===== config.mk =====
export PLATFORM = sky130hd
export DESIGN_NAME = ped_signal_ctrl
export DESIGN_NICKNAME = d
export VERILOG_FILES = /design/src/rtl/ped_pkg.sv /design/src/rtl/ped_down_counter.sv /design/src/rtl/ped_signal_ctrl.sv
export SDC_FILE = /design/constraint.sdc
export NUM_CORES = 1
export LEC_CHECK = 0
export CAP_MARGIN = 5
export CORE_MARGIN = 1
export CORE_UTILIZATION = 40
export CTS_CLUSTER_SIZE = 24
export DETAILED_ROUTE_END_ITERATION = 16
export MAX_ROUTING_LAYER = met4
export PLACE_DENSITY_LB_ADDON = 0.08
export SYNTH_ARGS = -nofsm -noshare
export SYNTH_HDL_FRONTEND = slang
export SYNTH_SLANG_ARGS = --single-unit

===== constraint.sdc =====
create_clock -name clk -period 2.6 [get_ports clk]
set_clock_uncertainty 0.2 [all_clocks]
set_input_delay 0.78 -clock clk [delete_from_list [all_inputs] [get_ports clk]]
set_output_delay 0.78 -clock clk [all_outputs]
set_load 0.02 [all_outputs]

===== src/rtl/ped_pkg.sv =====
// Shared definitions for the pedestrian signal controller:
// controller state encoding and the vehicle lamp legality check.
package ped_pkg;

    typedef enum logic [1:0] {
        PED_IDLE  = 2'b00,
        PED_WALK  = 2'b01,
        PED_FLASH = 2'b10
    } ped_state_t;

    // Vehicle lamps are legal only when exactly one of them is lit.
    function automatic logic lamp_legal(input logic red, input logic yellow, input logic green);
        return (red ^ yellow ^ green) & ~(red & yellow & green);
    endfunction

endpackage


===== src/rtl/ped_down_counter.sv =====
// Loadable down counter that stops at zero; used for the phase timer
// and for the flash half-period timer of the pedestrian controller.
module ped_down_counter #(
    parameter int CNT_W = 11
) (
    input  logic             clk,
    input  logic             rst,
    input  logic [CNT_W-1:0] load_val,
    input  logic             load,
    input  logic             en,
    output logic [CNT_W-1:0] count,
    output logic             zero
);

    // Load has priority; otherwise count down while enabled, holding at zero.
    always_ff @(posedge clk or posedge rst) begin
        if (rst) begin
            count <= '0;
        end else if (load) begin
            count <= load_val;
        end else if (en && (count != '0)) begin
            count <= count - CNT_W'(1);
        end
    end

    assign zero = (count == '0);

endmodule


===== src/rtl/ped_signal_ctrl.sv =====
// Pedestrian WALK / DON'T-WALK controller sitting behind the vehicle light FSM.
// A latched button request is served at the next rising edge of vehicle red:
// steady WALK, then a flashing DON'T-WALK clearance, then steady DON'T-WALK.
// Loss of red or an illegal lamp combination aborts service with a fault pulse.
// Optional feature macro: PED_COUNTDOWN_EN (countdown output shows clocks left
// until the controller returns to IDLE; tied to 0 when undefined).
module ped_signal_ctrl
    import ped_pkg::*;
#(
    parameter int CNT_W        = 11,
    parameter int WALK_CYCLES  = 1500,
    parameter int FLASH_CYCLES = 500,
    parameter int BLINK_HALF   = 50
) (
    input  logic             clk,
    input  logic             rst,
    input  logic             red,
    input  logic             yellow,
    input  logic             green,
    input  logic             ped_req,
    output logic             walk,
    output logic             dont_walk,
    output logic             req_pending,
    output logic             fault,
    output logic [CNT_W-1:0] countdown
);

    localparam logic [CNT_W-1:0] WALK_LOAD  = CNT_W'(WALK_CYCLES - 1);
    localparam logic [CNT_W-1:0] FLASH_LOAD = CNT_W'(FLASH_CYCLES - 1);
    localparam logic [CNT_W-1:0] BLINK_LOAD = CNT_W'(BLINK_HALF - 1);

    ped_state_t       state;
    ped_state_t       next_state;
    logic             red_q;
    logic             red_rise;
    logic             legal;
    logic             blink_on;
    logic             next_blink_on;
    logic             pending_next;
    logic             fault_next;
    logic             cnt_load;
    logic [CNT_W-1:0] cnt_load_val;
    logic             cnt_en;
    logic [CNT_W-1:0] cnt_value;
    logic             cnt_zero;
    logic             blink_load;
    logic             blink_en;
    logic             blink_zero;

    assign red_rise = red & ~red_q;
    assign legal    = lamp_legal(red, yellow, green);

    ped_down_counter #(.CNT_W(CNT_W)) u_phase_cnt (
        .clk      (clk),
        .rst      (rst),
        .load_val (cnt_load_val),
        .load     (cnt_load),
        .en       (cnt_en),
        .count    (cnt_value),
        .zero     (cnt_zero)
    );

    // A one-clock half-period simply toggles every flash cycle, so no timer is needed.
    generate
        if (BLINK_HALF > 1) begin : g_blink_cnt
            logic [CNT_W-1:0] blink_value;
            logic             unused_blink_value;
            assign unused_blink_value = ^blink_value;
            ped_down_counter #(.CNT_W(CNT_W)) u_blink_cnt (
                .clk      (clk),
                .rst      (rst),
                .load_val (BLINK_LOAD),
                .load     (blink_load),
                .en       (blink_en),
                .count    (blink_value),
                .zero     (blink_zero)
            );
        end else begin : g_blink_none
            logic unused_blink;
            assign unused_blink = blink_load | blink_en | ^BLINK_LOAD;
            assign blink_zero   = 1'b1;
        end
    endgenerate

    // Next-state, timer control, request latch and fault decisions for one sampled cycle.
    always_comb begin
        next_state    = state;
        next_blink_on = blink_on;
        pending_next  = req_pending | ped_req;
        fault_next    = 1'b0;
        cnt_load      = 1'b0;
        cnt_load_val  = WALK_LOAD;
        cnt_en        = 1'b0;
        blink_load    = 1'b0;
        blink_en      = 1'b0;
        case (state)
            PED_IDLE: begin
                if (!legal) begin
                    fault_next = 1'b1;
                end else if (req_pending && red_rise) begin
                    next_state   = PED_WALK;
                    cnt_load     = 1'b1;
                    cnt_load_val = WALK_LOAD;
                    pending_next = 1'b0;
                end
            end
            PED_WALK: begin
                if (!red || !legal) begin
                    next_state = PED_IDLE;
                    fault_next = 1'b1;
                end else if (cnt_zero) begin
                    next_state    = PED_FLASH;
                    cnt_load      = 1'b1;
                    cnt_load_val  = FLASH_LOAD;
                    blink_load    = 1'b1;
                    next_blink_on = 1'b0;
                end else begin
                    cnt_en = 1'b1;
                end
            end
            PED_FLASH: begin
                if (!red || !legal) begin
                    next_state = PED_IDLE;
                    fault_next = 1'b1;
                end else if (cnt_zero) begin
                    next_state = PED_IDLE;
                end else begin
                    cnt_en = 1'b1;
                    if (blink_zero) begin
                        next_blink_on = ~blink_on;
                        blink_load    = 1'b1;
                    end else begin
                        blink_en = 1'b1;
                    end
                end
            end
            default: begin
                next_state = PED_IDLE;
            end
        endcase
    end

    // State, edge detect, request latch and registered lamp/fault outputs.
    always_ff @(posedge clk or posedge rst) begin
        if (rst) begin
            state       <= PED_IDLE;
            red_q       <= 1'b0;
            blink_on    <= 1'b0;
            req_pending <= 1'b0;
            fault       <= 1'b0;
            walk        <= 1'b0;
            dont_walk   <= 1'b1;
        end else begin
            state       <= next_state;
            red_q       <= red;
            blink_on    <= next_blink_on;
            req_pending <= pending_next;
            fault       <= fault_next;
            walk        <= (next_state == PED_WALK);
            dont_walk   <= (next_state == PED_IDLE) ||
                           ((next_state == PED_FLASH) && next_blink_on);
        end
    end

`ifdef PED_COUNTDOWN_EN
    assign countdown = (state == PED_WALK)  ? cnt_value + CNT_W'(FLASH_CYCLES) :
                       (state == PED_FLASH) ? cnt_value : '0;
`else
    logic unused_cnt;
    assign unused_cnt = ^cnt_value;
    assign countdown  = '0;
`endif

endmodule


---- After elaboration in Yosys (flattened, before gate mapping) ----
Index checks and enable logic that the tools add are counted.
word-level totals
  bits in registers ....................... 30
  input bits .............................. 6
  output and inout bits ................... 15
operators by class
  $add $sub $neg .......................... 2
  equality and inequality tests ........... 4
  multiplexer cells ....................... 42
  bitwise logic cells ..................... 10
  reductions and logical operators ........ 17
operator list
  cell                     count
  $mux W11                 7
  $mux W1                  24
  $logic_not A11 Y1        2
  $reduce_bool A11 Y1      2
  $sub A11 B1 Y11 const B  2
  $mux W2                  6
  $pmux W1 S2              4
  $pmux W2 S3              1
  $and A1 B1 Y1            4
  $eq A2 B1 Y1 const B     2
  $eq A2 B2 Y1 const B     2
  $logic_and A1 B1 Y1      4
  $logic_not A2 Y1         2
  $reduce_bool A2 Y1       2
  $not A1 Y1               3
  $logic_not A1 Y1         2
  $logic_or A1 B1 Y1       2
  $reduce_or A2 Y1         1
  $xor A1 B1 Y1            2
  $or A1 B1 Y1             1

---- Depth between registers and ports, before layout ----
Gate-level depths: netlist (run 1).
  word-level depth ........................ 11
  gate-level depth with buffers ........... 8
  mapped depth without buffers ............ 7

---- Hierarchy ----
A second synthesis (run 1) with hierarchy kept.
second synthesis, totals
  cell total of the unflattened synthesis .. 224
  area, all modules ....................... 1,994.4 um^2
by module, submodules not included
  module            instances  cells an instance  area an instance (um^2)
  ped_down_counter  2          79                 691.9
  ped_signal_ctrl   1          66                 610.6

---- Least setup slack after synthesis (run 1) ----
No wires, ideal clock.
  path kind ............................... input port to flip-flop
  start point ............................. input red
  end point ............................... register u_phase_cnt.count[5]
  arrival ................................. 2,350 ps
  path slack .............................. -68 ps
  stages on the path ...................... 6
  cells stage by stage .................... ha_1 > nor3b_4 > o21ai_2 > nor3_4 > mux2_2 > o21a_1
between the ends
  cells in the longest elaborated chain, start to end .. 10
ends and longest elaborated chain
  item                                 RTL line                                        RTL
  start, declared                      ped_signal_ctrl.sv:17                           input logic red,
  $and A1 B1 Y1 (2 in series)          ped_pkg.sv:13                                   return (red ^ yellow ^ green) & ~(red & yellow & green);
  $not A1 Y1                           ped_pkg.sv:13
  $and A1 B1 Y1                        ped_pkg.sv:13
  $logic_not A1 Y1                     ped_signal_ctrl.sv:108, ped_signal_ctrl.sv:122
  $logic_or A1 B1 Y1                   ped_signal_ctrl.sv:108, ped_signal_ctrl.sv:122
  $mux W1                              ped_signal_ctrl.sv:122                          if (!red || !legal) begin
  $mux W1                              n/a
  $logic_and A1 B1 Y1                  ped_down_counter.sv:21                          end else if (en && (count != '0)) begin
  $reduce_bool A2 Y1 (no source line)  n/a
  end signal, assigned                 ped_down_counter.sv:20                          count <= load_val;
  end signal, assigned                 ped_down_counter.sv:22                          count <= count - CNT_W'(1);
  end, declared                        ped_down_counter.sv:11                          output logic [CNT_W-1:0] count,
Several ways; a longest one is shown, not always the timed one.
A chain may end at the register's enable or synchronous reset.

---- Worst setup path after layout (run 1) ----
  start point ............................. input yellow
  end point ............................... register g_blink_cnt.u_blink_cnt.count[7]
between the ends
  cells in the longest elaborated chain, start to end .. 10
ends and longest elaborated chain
  item                                 RTL line                                        RTL
  start, declared                      ped_signal_ctrl.sv:18                           input logic yellow,
  $and A1 B1 Y1 (2 in series)          ped_pkg.sv:13
  $not A1 Y1                           ped_pkg.sv:13
  $and A1 B1 Y1 *                      ped_pkg.sv:13
  $logic_not A1 Y1 *                   ped_signal_ctrl.sv:108, ped_signal_ctrl.sv:122
  $logic_or A1 B1 Y1 *                 ped_signal_ctrl.sv:108, ped_signal_ctrl.sv:122
  $mux W1                              ped_signal_ctrl.sv:122
  $mux W1                              ped_signal_ctrl.sv:96                           case (state)
  $logic_and A1 B1 Y1                  ped_down_counter.sv:21
  $reduce_bool A2 Y1 (no source line)  n/a
  end signal, assigned                 ped_down_counter.sv:20
  end signal, assigned                 ped_down_counter.sv:22
  end, declared                        ped_down_counter.sv:11
Mark *: on every way between the ends. The rest lies on a longest branch, timed or not.

==> results of run 1 <==
==> layer usage <==
layer	vias to the layer above	share of wire (%)	GRT usage, %
met2	50	47	28.7
met4	0	0.47	5.11
met5	-	0	-
li1	731	-	-
met1	743	47	25.0
met3	2	5.2	5.05
==> power groups by stage <==
| stage | registers (uW) | logic (uW) | clock network [uW] |
|---|---|---|---|
| after global placement | 603 | 348 | 0 |
| after global routing | 609 | 395 | 422 |
| after CTS | 599 | 356 | 402 |
| after detailed placement | 606 | 351 | 0 |
| after floorplan | 620 | 207 | 0 |
| final | 598 | 359 | 385 |
==> through the flow <==
stage                     util, %  setup TNS (ps)
after floorplan                 -           -18.8
after global placement       47.5          -11730
after detailed placement     47.5          -12060
after CTS                    50.1               0
after global routing         50.5           -32.7
final                        50.5               0
==> worst max-delay path, cell delays in order <==
cell and delay, ps:
dlygate4sd2_1 260, ha_4 250, nor3b_4 190, o21a_2 170
nand4_1 190, or4_1 550, a21oi_1 160
==> timing repair <==
action / in CTS / in global routing
resized for setup: 5 / 4
hold buffers: 0 / 0
pin swaps: 3 / 2
setup endpoints to repair: 27 / 8
setup buffers: 0 / 0
==> sequential cells by signal, summed over array words and instances (netlist names) <==
signal	cells
blink_on	1
u_phase_cnt.count	11
g_blink_cnt.u_blink_cnt.count	11
dont_walk	1
fault	1
req_pending	1
state	2
walk	1
red_q	1
==> area by class of cell <==
class / count / area [um2] / share of cell area (%)
Multi-Input combinational cell: 142 / 1030 / 46.3
Sequential cell: 30 / 752 / 33.7
Timing Repair Buffer: 30 / 249 / 11.2
Clock buffer: 7 / 86.3 / 3.87
Tap cell: 52 / 65.1 / 2.92
Inverter: 11 / 41.3 / 1.85
Clock inverter: 1 / 5.00 / 0.224
==> cell families (layout without fill, tap and decap cells) <==
| family | Yosys count | after routing | share of synthesized area, % |
|---|---|---|---|
| flip-flops | 30 | 30 | 40.5 |
| other | 1 | 11 | 0.202 |
| AO/OA/AOI/OAI | 35 | 35 | 14.2 |
| adder cells (fa/ha/maj) | 7 | 7 | 4.71 |
| multiplexers | 2 | 2 | 1.14 |
| buffers and inverters | 28 | 49 | 8.22 |
| AND/OR/NAND/NOR | 77 | 77 | 26.3 |
| XOR/XNOR | 10 | 10 | 4.71 |
==> path summary, 6_finish.rpt <==
check | start | end | slack [ps] | depth (start not counted)
worst min register to register | u_phase_cnt.count[10]$_DFFE_PP0P_ | u_phase_cnt.count[10]$_DFFE_PP0P_ | 300 | 1
min in group asynchronous | rst | g_blink_cnt.u_blink_cnt.count[2]$_DFFE_PP0P_ | 680 | 3
max in group asynchronous | rst | dont_walk$_DFF_PP1_ | 1200 | 3
worst max register to register | u_phase_cnt.count[0]$_DFFE_PP0P_ | u_phase_cnt.count[3]$_DFFE_PP0P_ | 250 | 7
worst min-delay path | u_phase_cnt.count[10]$_DFFE_PP0P_ | u_phase_cnt.count[10]$_DFFE_PP0P_ | 300 | 1
worst max-delay path | yellow | g_blink_cnt.u_blink_cnt.count[7]$_DFFE_PP0P_ | 60 | 7
==> cells in the final DEF, fill, tap and decap left out, drive strengths merged, types with 3 or more instances in the layout <==
cell type	Yosys	routed
dfrtp	29	29
buf	14	21
nand2	11	11
inv	11	11
conb	1	11
xnor2	8	8
nor2	8	8
nor3	8	8
clkdlybuf4s50	0	7
nand3	7	7
ha	7	7
clkbuf	3	7
nand4	6	6
nor4	6	6
nor2b	5	5
a21oi	5	5
o21a	5	5
or3	4	4
or2	4	4
o21ai	4	4
o31ai	3	3
or4	3	3
==> summary.md, run 1 <==
• 1340 uW — post-layout power
• 56 — number of library cell types mapped by synthesis
• 5.59 — Via density
• 393 MHz — highest clock rate
• 100% — share of synthesized registers carrying an async set or reset
• dfrtp_1 (39%), buf_4 (4.8%), ha_1 (4.7%) — biggest area contributors in the synthesized netlist
• primary input — crit start category
• 18.9% — global-route usage over all layers
• 1,526 — via count
• 2540 ps — signal arrival time at the worst endpoint
• 0.266 mV — worst ir drop on vdd
• 0 — final hold violation count
• 44.5% — portion of total power attributed to sequential cells
• 0 — number of flops mapped to enable cells by yosys
• 0 — count of endpoints failing setup in the final report
• 1,499 — vias in the first global route
• 4 — critical-path maximum fanout
• 4 — Pre-antenna DRT Iters
• 0.00441 mm2 — core area
• 0.00492 mm2 — die footprint
• 104 — violation count after the first detailed-route iteration
• 21 — IO Count
• 0 — max capacitance violation total
• 233 — nets@finish
• 31 — maximum number of pins on one net before global-route repair
• 0.00210 mm2 — Post-Place Cell Area
• 0.853 — RePlAce Congestion
• 70.2 um — width of the die
• 14.7 um — post-DR wirelength/cell
• yes — RSZ-0062 raised after global routing
• 70.2 um — overall die height
• 423 uW — switching pwr
• 5 — number of buffers inserted during clock tree synthesis
• dfrtp_1 — Synth Flop Type
• 0 — total gr overflow
• flop — type of destination of the critical path
• 60 ps — Worst-path clk slew
• reg -> reg — Hold WC Path Type
• 42.1% — starting utilization of the core area
• 39.1% — proportion of netlist area held by the largest area contributor
• clkbuf_8 — Clock Root Buffer
• 190 — Mapped Cells
• 2600 ps — Critical Path RT
• 20.1% — signed area change from the synthesized netlist to the final layout
• 31.5% — Net Sw Frac
• 0 — yosys warns
• done — clock tree from TritonCTS
• 0 — number of nets with antenna violations after routing
• 97.7% — final worst path period share
• 22.2% — layout cell share with drive strength beyond 1
• 24 — FP Rows
• 58.7 ps — worst setup slack after layout
• 30 — clk sink count
• 280 ps — Clock Latency Late Sink
• 0.00223 mm2 — Design Area, Final
• 7.18 mm — wire length of the first global-routing pass
• 30 — number of synthesized register bits
• 2 — maximum level of the CTS H-tree
• 0 — Antenna Cells
• 419 — filler cell count in the final layout
• finished clean — result of the run
• 302 ps — Final Hold Slack
• 26.8% — combinational share of power
• 2540 ps — minimum clock period after layout
• 28.7% — clock network power share
• 919 uW — Power Internal
• 2 — maximum root-to-sink buffer count
• dfrtp_1 — leading cell type by number of instances after synthesis
• 2.98 mm — HPWL Detailed
• 40.5% — portion of the post-synthesis area used by sequential elements
• -498 ps — Post-Place Worst Slack
• 0 — number of max-slew violations in the final report
• 0.000918 uW — standby leakage power
• 0 — initial antenna violation count
• dfrtp_1 (29), buf_4 (12), inv_1 (11), nand2_1 (11) — most used standard cells in the synthesized netlist
• 602 mW/mm2 — ratio of total power to cell area
• 9 — IO Port Bufs
• 273 — Final Non-Filler Cells
• 0.00186 mm2 — synthesized area
• in -> reg — critical setup path kind
• dfrtp_1 — area leader, netlist
• 9.78 um2 — Syn Area/Cell
• 4.00 mm — total length of routed wires
• 265 — placed instance count
• 0 — DRC viols
(Power assumes the default switching activity.)
==> run 2, diff against run 1 <==
--- a/config.mk
+++ b/config.mk
@@ -12,6 +12,7 @@
 export DETAILED_ROUTE_END_ITERATION = 16
 export MAX_ROUTING_LAYER = met4
 export PLACE_DENSITY_LB_ADDON = 0.08
+export SKIP_LAST_GASP = 1
 export SYNTH_ARGS = -nofsm -noshare
 export SYNTH_HDL_FRONTEND = slang
 export SYNTH_SLANG_ARGS = --single-unit
==> summary.md, run 2 (synthesis gave the netlist of run 1 again) <==
• 1 — Hold Path Stages, unchanged
• 0.00441 mm2 — core area, unchanged
• dfrtp_1 (29), buf_4 (20), nand2_1 (11), inv_1 (11), conb_1 (11) — commonest cells after routing, fill and taps aside
• 70.2 um — width of the die, unchanged
• 2550 ps — Critical Path RT, -50 ps
• 400 ps — CP peak stage delay, -150 ps
• 421 — filler cell count in the final layout, +0.48%
• 2 — maximum level of the CTS H-tree, unchanged
• 1,519 — via count, -0.46%
• 0 — number of max-slew violations in the final report, unchanged
• g_blink_cnt.u_blink_cnt.count: 11 flops, u_phase_cnt.count: 11 flops, state: 2 flops — biggest registers after layout
• 50.5% — Core Util, Final, -0.085 points
• 0 — count of endpoints failing setup in the final report, unchanged
• yellow — Critical Path Source
• u_phase_cnt.count[0]$_DFFE_PP0P_ — R2R Path Start
• 233 — nets@finish, unchanged
• 97.7% — final worst path period share, about the same
• 60 ps — Worst-path clk slew, about the same
• 0 ps — final sum of negative setup slack, unchanged
• 5.56 — Via density, -0.46%
• buffers and inverters — largest delay contributor family on the critical path
• 4 — Pre-antenna DRT Iters, unchanged
• primary input — crit start category
• 42.1% — starting utilization of the core area, unchanged
• 0 — number of setup buffers added after CTS, unchanged
• 7 — count of cells along the worst register-to-register path, unchanged
• 102 — violation count after the first detailed-route iteration, -1.9%
• dlygate4sd2_1, ha_4, and2b_1, buf_4, o2111ai_1, nor2b_1, buf_4, o211ai_1 — series of cell instances along the critical path
• 302 ps — Final Hold Slack, -0.489 ps
• dfrtp_1 — most frequent standard cell in the layout excluding fill and tap cells
• 0 — initial antenna violation count, unchanged
• clkbuf_8 — Clock Root Buffer
• 250 ps — reg-to-reg slack, setup, about the same
• 0 — max capacitance violation total, unchanged
• 604 mW/mm2 — ratio of total power to cell area, +0.48%
• 9 — IO Port Bufs, unchanged
• buf_4 — cell with the most instances on the worst path
• -498 ps — Post-Place Worst Slack, unchanged
• 2540 ps — minimum clock period after layout, -0.828 ps
• 4.02 mm — total length of routed wires, +0.50%
• 265 — placed instance count, unchanged
• 1,499 — vias in the first global route, unchanged
• reg -> reg — Hold WC Path Type
• 8 — count of cell instances traversed by the critical path, +1
• 0 — final hold violation count, unchanged
• u_phase_cnt.count[10]$_DFFE_PP0P_ — startpoint of the lowest-slack hold path
• yes — RSZ-0062 raised after global routing
• 0.00492 mm2 — die footprint, unchanged
• flop — type of destination of the critical path
• 0.265 mV — worst ir drop on vdd, -0.47%
• 19.9% — signed area change from the synthesized netlist to the final layout
• done — clock tree from TritonCTS
• 4 — critical-path maximum fanout, unchanged
• 7.18 mm — wire length of the first global-routing pass, unchanged
• 21 — IO Count, unchanged
• 3 — count of buffer and inverter cells on the critical path, +2
• 0.000918 uW — standby leakage power, about the same
• o2111ai_1 — Critical-path top delay cell
• 0.853 — RePlAce Congestion, unchanged
• 0 — number of nets with antenna violations after routing, unchanged
• 18.9% — global-route usage over all layers, unchanged
• 30 — clk sink count, unchanged
• 2.98 mm — HPWL Detailed, unchanged
• 31 — maximum number of pins on one net before global-route repair, unchanged
• u_phase_cnt.count[10]$_DFFE_PP0P_ — Hold Path End
• 273 — Final Non-Filler Cells, unchanged
• 70.2 um — overall die height, unchanged
• 14.7 um — post-DR wirelength/cell, +0.50%
• 5 — number of buffers inserted during clock tree synthesis, unchanged
• in -> reg — critical setup path kind
• 0 — Antenna Cells, unchanged
• 394 MHz — highest clock rate, about the same
• 21.7% — layout cell share with drive strength beyond 1, -0.45 points
• finished clean — result of the run
• 2490 ps — signal arrival time at the worst endpoint, -50 ps
• 59.5 ps — worst setup slack after layout, +0.828 ps
• u_phase_cnt.count[3]$_DFFE_PP0P_ — capturing point of the worst reg2reg path
• 0 — DRC viols, unchanged
• 0 — total gr overflow, unchanged
• 24 — FP Rows, unchanged
• 280 ps — Clock Latency Late Sink, about the same
• 2 — maximum root-to-sink buffer count, unchanged
run 2: worst max-delay path by stage:
stage / end / slack (ps)
after floorplan: u_phase_cnt.count[5]$_DFFE_PP0P_ / -20
after global placement: u_phase_cnt.count[6]$_DFFE_PP0P_ / -510
after detailed placement: u_phase_cnt.count[9]$_DFFE_PP0P_ / -500
after CTS: u_phase_cnt.count[5]$_DFFE_PP0P_ / 50
after global routing: g_blink_cnt.u_blink_cnt.count[3]$_DFFE_PP0P_ / -30
final: u_phase_cnt.count[1]$_DFFE_PP0P_ / 60
run 2: timing repair:
action                                 4_1_cts  5_1_grt
pin swaps                                    3        1
hold buffers                                 0        0
setup endpoints to repair                   27        8
endpoints found under the hold margin        0        0
resized for setup                            5        3
run 2: per-stage QoR:
step	total power (uW)	cell area [um2]
floorplan	827	1900
detailed placement	958	2100
global route	1430	2230
CTS	1360	2210
global placement	950	2100
finish	1350	2230
run 2: cell type report:
class	instances	area (um2)	share of cell area, %
Clock inverter	1	5.00	0.225
Sequential cell	30	752	33.8
Clock buffer	7	86.3	3.88
Multi-Input combinational cell	142	1030	46.2
Timing Repair Buffer	30	249	11.2
Inverter	11	41.3	1.85
Tap cell	52	65.1	2.92
run 2: metal layers:
metal	global-route usage (%)	part of all wire, %	up-vias
li1	-	-	732
met1	25.0	47	741
met2	28.7	48	44
met3	5.05	4.7	2
met4	5.11	0.47	0
met5	-	0	-
run 2: power by group:
| part | switching [uW] | internal, uW | total [uW] | leakage (uW) |
|---|---|---|---|---|
| Sequential | 62.1 | 535 | 597 | 0.000362 |
| Clock | 176 | 213 | 389 | 0.0000482 |
| Combinational | 190 | 170 | 360 | 0.000508 |
| Total | 428 | 919 | 1350 | 0.000918 |
run 2: worst register-to-register path, delay by kind of cell (launching register included):
family	cells	cell delay (ps)
AOI/OAI and AO/OA	1	350
adders and majority gates	1	230
buffers and inverters	1	70
DFF	1	420
muxes	1	70
and+or+nand+nor	3	910
==> run 3, diff against run 2 <==
--- a/config.mk
+++ b/config.mk
@@ -8,7 +8,6 @@
 export CAP_MARGIN = 5
 export CORE_MARGIN = 1
 export CORE_UTILIZATION = 40
-export CTS_CLUSTER_SIZE = 24
 export DETAILED_ROUTE_END_ITERATION = 16
 export MAX_ROUTING_LAYER = met4
 export PLACE_DENSITY_LB_ADDON = 0.08
==> results of run 3 <==
No change in the layout: final DEF, timing and power equal those of run 2.
